**config.mk**
```make
export PLATFORM = sky130hd
export DESIGN_NAME = clk_div_prog
export DESIGN_NICKNAME = d
export VERILOG_FILES = /design/src/rtl/clk_div_pkg.sv /design/src/rtl/clk_div_counter.sv /design/src/rtl/clk_div_prog.sv
export SDC_FILE = /design/constraint.sdc
export NUM_CORES = 1
export LEC_CHECK = 0
export ABC_AREA = 1
export CAP_MARGIN = 30
export CELL_PAD_IN_SITES_DETAIL_PLACEMENT = 1
export CELL_PAD_IN_SITES_GLOBAL_PLACEMENT = 2
export CORE_MARGIN = 5
export CORE_UTILIZATION = 38
export CTS_BUF_LIST = sky130_fd_sc_hd__clkbuf_8
export DETAILED_ROUTE_END_ITERATION = 6
export GPL_TIMING_DRIVEN = 0
export HOLD_SLACK_MARGIN = 0.15
export PLACE_DENSITY_LB_ADDON = 0.15
export SKIP_LAST_GASP = 1
export SLEW_MARGIN = 20
export SYNTH_ARGS = -nofsm -noshare
export SYNTH_HDL_FRONTEND = slang
export SYNTH_SLANG_ARGS = --single-unit
```
**constraint.sdc**
```tcl
create_clock -name clk -period 7.6 [get_ports clk]
set_clock_uncertainty 0.15 [all_clocks]
set_input_delay 1.52 -clock clk [delete_from_list [all_inputs] [get_ports clk]]
set_output_delay 1.52 -clock clk [all_outputs]
set_load 0.05 [all_outputs]
```
**src/rtl/clk_div_pkg.sv**
```systemverilog
`default_nettype none
// +------------------------------------------------------------------+
// | Module   : clk_div_pkg                                            |
// | Desc     : shared state type, limits and divisor clamp helper     |
// | Revision : 1.0                                                    |
// +------------------------------------------------------------------+
package clk_div_pkg;

   typedef enum logic [1:0] {
      IDLE = 2'd0,
      RUN  = 2'd1,
      STOP = 2'd2
   } state_t;

   localparam logic [31:0] MIN_DIV = 32'd2;

   // Ratios below two cannot produce a high and a low phase.
   function automatic logic [31:0] clamp_div(input logic [31:0] n);
      return (n < MIN_DIV) ? MIN_DIV : n;
   endfunction

endpackage
`default_nettype wire

```
**src/rtl/clk_div_counter.sv**
```systemverilog
`default_nettype none
// +------------------------------------------------------------------+
// | Module   : clk_div_counter                                        |
// | Desc     : period counter with terminal count and divisor load    |
// |            that only lands on a period boundary or while idle     |
// | Revision : 1.0                                                    |
// +------------------------------------------------------------------+
module clk_div_counter
   import clk_div_pkg::*;
#(
   parameter int WIDTH       = 8,
   parameter int DEFAULT_DIV = 4
) (
   input  logic             clk,
   input  logic             reset,
   input  logic             i_run,
   input  logic             i_load_req,
   input  logic [WIDTH-1:0] i_load_val,
   output logic             o_tc,
   output logic             o_loaded,
   output logic [WIDTH-1:0] o_cnt_next,
   output logic [WIDTH-1:0] o_div_next
);

   logic [WIDTH-1:0] r_cnt;
   logic [WIDTH-1:0] r_div;
   logic             w_tc;
   logic             w_loaded;

   assign w_tc       = (r_cnt == r_div - WIDTH'(1));
   assign w_loaded   = i_load_req && (w_tc || !i_run);
   assign o_tc       = w_tc;
   assign o_loaded   = w_loaded;
   assign o_cnt_next = (i_run && !w_tc) ? r_cnt + WIDTH'(1) : '0;
   assign o_div_next = w_loaded ? i_load_val : r_div;

   always_ff @(posedge clk or posedge reset) begin
      if (reset) begin
         r_cnt <= '0;
         r_div <= WIDTH'(DEFAULT_DIV);
      end else begin
         r_cnt <= o_cnt_next;
         r_div <= o_div_next;
      end
   end

endmodule
`default_nettype wire

```
**src/rtl/clk_div_prog.sv**
```systemverilog
`default_nettype none
// +------------------------------------------------------------------+
// | Module   : clk_div_prog                                           |
// | Desc     : programmable glitch-free clock divider with tick/ack;  |
// |            quadrature output enabled by CLK_DIV_PHASE90_EN        |
// | Revision : 1.0                                                    |
// +------------------------------------------------------------------+
module clk_div_prog
   import clk_div_pkg::*;
#(
   parameter int WIDTH       = 8,
   parameter int DEFAULT_DIV = 4
) (
   input  logic             clk,
   input  logic             reset,
   input  logic             en,
   input  logic [WIDTH-1:0] div_in,
   input  logic             div_load,
   output logic             div_ack,
   output logic             clk_out,
   output logic             tick,
   output logic             clk_q
);

   state_t           r_state;
   state_t           w_state_next;
   logic [WIDTH-1:0] r_pending;
   logic             r_pending_valid;
   logic             r_clk_out;
   logic             r_tick;
   logic             r_div_ack;

   logic             w_counting;
   logic             w_tc;
   logic             w_loaded;
   logic             w_load_req;
   logic             w_active_next;
   logic [WIDTH-1:0] w_div_in_clamped;
   logic [WIDTH-1:0] w_load_val;
   logic [WIDTH-1:0] w_cnt_next;
   logic [WIDTH-1:0] w_div_next;
   logic [WIDTH-1:0] w_half_next;

   assign w_counting       = (r_state != IDLE);
   assign w_div_in_clamped = WIDTH'(clamp_div(32'(div_in)));

   // A load arriving on the wrap edge bypasses the pending register.
   assign w_load_req = r_pending_valid || (w_counting && div_load);
   assign w_load_val = (w_counting && div_load) ? w_div_in_clamped : r_pending;

   clk_div_counter #(
      .WIDTH       (WIDTH),
      .DEFAULT_DIV (DEFAULT_DIV)
   ) u_counter (
      .clk        (clk),
      .reset      (reset),
      .i_run      (w_counting),
      .i_load_req (w_load_req),
      .i_load_val (w_load_val),
      .o_tc       (w_tc),
      .o_loaded   (w_loaded),
      .o_cnt_next (w_cnt_next),
      .o_div_next (w_div_next)
   );

   always_comb begin
      w_state_next = r_state;
      case (r_state)
         IDLE:    if (en) w_state_next = RUN;
         RUN:     if (!en) w_state_next = w_tc ? IDLE : STOP;
         STOP: begin
            if (en)        w_state_next = RUN;
            else if (w_tc) w_state_next = IDLE;
         end
         default: w_state_next = IDLE;
      endcase
   end

   assign w_active_next = (w_state_next != IDLE);
   assign w_half_next   = w_div_next - (w_div_next >> 1);

   always_ff @(posedge clk or posedge reset) begin
      if (reset) begin
         r_state         <= IDLE;
         r_pending       <= '0;
         r_pending_valid <= 1'b0;
         r_clk_out       <= 1'b0;
         r_tick          <= 1'b0;
         r_div_ack       <= 1'b0;
      end else begin
         r_state <= w_state_next;
         if (div_load && !(w_counting && w_loaded)) begin
            r_pending       <= w_div_in_clamped;
            r_pending_valid <= 1'b1;
         end else if (w_loaded) begin
            r_pending_valid <= 1'b0;
         end
         r_clk_out <= w_active_next && (w_cnt_next < w_half_next);
         r_tick    <= w_active_next && (w_cnt_next == w_div_next - WIDTH'(1));
         r_div_ack <= w_loaded;
      end
   end

   assign clk_out = r_clk_out;
   assign tick    = r_tick;
   assign div_ack = r_div_ack;

`ifdef CLK_DIV_PHASE90_EN
   logic [WIDTH-1:0] w_quarter_next;
   logic [WIDTH-1:0] w_qpos_next;
   logic             r_clk_q;

   // (cnt - Q) mod N without leaving the counter width.
   assign w_quarter_next = w_div_next >> 2;
   assign w_qpos_next    = (w_cnt_next >= w_quarter_next)
                         ? w_cnt_next - w_quarter_next
                         : w_cnt_next + (w_div_next - w_quarter_next);

   always_ff @(posedge clk or posedge reset) begin
      if (reset) r_clk_q <= 1'b0;
      else       r_clk_q <= w_active_next && (w_qpos_next < w_half_next);
   end

   assign clk_q = r_clk_q;
`else
   assign clk_q = 1'b0;
`endif

endmodule
`default_nettype wire
```
==> out/metrics.cfg <==
[run_status]
status=completed

[yosys]
syn_nets=417
yosys-top-cells-count=115 x nand2_1, 57 x inv_1, 35 x nand3_1
ys_top_cells_by_area=dfrtp_1 28%, nand2_1 17%, ha_1 13%
ys.flop_type=dfrtp_1
netlist.area_leader.share_pct=28.2
synth_edf_count=0
seq_area_frac_synth_pct=29.2
syn_inst=377
async_reset_ff_share_pct=100
synth_area_um2=2570
synth-seq-cells=30
ys_warn_count=0
syn_area_per_cell_um2=6.83
synth.distinct_cells=33
synth_top_area_cell=dfrtp_1
post-synth-top-count-cell=nand2_1

[clock_tree]
clockRootBuffer=clkbuf_8
cts_num_sinks=30
clock_latency_ns=0.29
ctsHoldBuffers=0
cts_tree=built
clk_pin_slew_ns=0.07
cts_inserted_buffers=5
cts_resized=0
postCtsSetupBuffers=0
htreeDepth=2
cts_buffer_depth=2

[die]
die_h_um=92.3
die_w_um=92.3
io_pins=16
start_util_pct=38.5
die_area_um2=8520
rows=30
core_area_um2=6680

[timing]
period_share_pct=68.4
post-route-min-period_ns=5.20
relSlewSlack_pct=55.6
finalSetupViolCount=0
finalSetupTns_ns=0
hold_viol=0
fmax_ghz=0.192
tightest_slew_ns=0.665
rsz0062_at_grt=no
slew_violations=0

[critical_path]
crit_fanout=7
required_ns=7.67
crit_path_end_kind=flop
worstSetupPathType=input pin to flop
crit_arrival_ns=5.26
startpoint_type=input pin

[pwr]
leakage_nw=1.59
vdd_drop_max_v=0.000110
power_density_nw_per_um2=299

[global_route]
grt_overflow=0
grt_pass1_wl_um=12000
grt_pass1_vias=2500
grt_util_all_layers_pct=18.0
antenna_found_initial=0
grt_max_degree=31

[hold_path]
holdCritPathClass=flop to flop

[finish]
fill_cells=876
diodes=0
multi_input_area_um2=1550
nNetsFinal=438
fin_cells=478
drive_gt1_share_pct=7.54
regArea_um2=752
syn_to_final_growth_pct=13.7

[placed_design]
hpwl_um=5830
io_buffers=14
placed_cells=471
gp_congestion=0.825

[route]
route.vias.total=2348
ant_nets=0
drcViolationCount=0
wl_per_cell_um=14.7
drt_iter0_markers=48
avgViaCountPerCell=4.91
firstDrtPassIters=4
wirelength_um=7020

[flow_run]
max_cap_viol_count=0

[flip-flops by register name (all words and copies together), names as in the netlist]
name and count:
clk_out 1, div_ack 1, r_pending 8, r_pending_valid 1, r_state 2, tick 1, u_counter.r_cnt 8, u_counter.r_div 8
[final timing paths]
path	startpoint	endpoint	slack [ns]	cells after the start
worst max register to register	u_counter.r_div[0]	clk_out	2.89	26
worst min register to register	r_pending_valid	r_pending_valid	0.34	2
worst max-delay path	div_load	clk_out	2.40	21
worst min-delay path	r_pending_valid	r_pending_valid	0.34	2
max in group asynchronous	reset	u_counter.r_div[6]	5.36	2
min in group asynchronous	reset	r_pending[7]	1.50	2
[kinds of logic after synthesis]
kind of cell | after synthesis | share of synthesized area, %
AND/OR/NAND/NOR | 197 | 33.0
AO/OA/AOI/OAI | 40 | 8.65
buffers and inverters | 68 | 10.7
flip-flops | 30 | 29.2
XOR/XNOR | 13 | 4.42
other | 1 | 0.146
adder cells (fa/ha/maj) | 28 | 13.9
[power by group]
part,total (mW),internal (mW),switching [mW]
clock network,0.170,0.105,0.0648
logic,0.487,0.182,0.305
registers,0.219,0.188,0.0305
[metal layers]
layer / global-route usage, % / up-vias / share of wire [%]
li1: - / 1225 / -
met1: 23.7 / 1093 / 50
met2: 30.1 / 16 / 47
met3: 2.44 / 14 / 1.3
met4: 6.19 / 0 / 2.4
met5: 0 / - / 0
[placed cells by master (no fill, tap or decap), drive strengths merged]
cell / instances
dfrtp: 29
buf: 4
nor2: 27
a21o: 2
fa: 1
clkdlybuf4s50: 14
a21oi: 11
nand2: 123
nand3: 35
inv: 63
o31ai: 1
o21bai: 1
xnor2: 3
dfstp: 1
o211ai: 3
clkbuf: 7
nand3b: 5
nor3: 3
o21ai: 20
nand4: 3
a21boi: 1
xor2: 10
bufinv: 1
nor4: 1
conb: 1
ha: 27
o21a: 1
[area by class of cell]
cell class                 count  area share, %
multi-input combinational    279           52.9
sequential                    30           25.7
inverter                      63           8.08
timing repair buffer          14           4.79
tap                           80           3.42
clock buffer                   6           2.82
buffer                         5           1.32
clock inverter                 1           1.03
[metrics by stage]
stage               total power, mW  hold WS (ns)  util (%)  worst slack [ns]  area [um2]
finish                        0.875         0.337      43.8              2.40        2930
global route                  0.974         0.357      43.8              2.05        2930
CTS                           0.888         0.338      43.8              2.42        2930
detailed placement            0.715         0.323      42.1              2.14        2820
global placement              0.695         0.308      42.1              2.17        2820
floorplan                     0.584         0.293         -              3.14        2570
[worst max-delay path: stages]
cell             delay, ns
clkdlybuf4s50_1       0.47
nand2_1               0.13
inv_2                 0.12
nor2_1                0.05
inv_2                 0.13
nand2_2               0.09
inv_1                 0.16
o211ai_1              0.12
nand2_1               0.17
inv_1                 0.16
ha_1                  0.23
o31ai_1               0.36
a21oi_1               0.11
o21ai_0               0.35
a21o_1                0.17
a21oi_1               0.07
xor2_1                0.14
ha_1                  0.29
a21oi_1               0.17
o211ai_1              0.11
a21oi_1               0.12
Power figures use the tool's default switching activity.
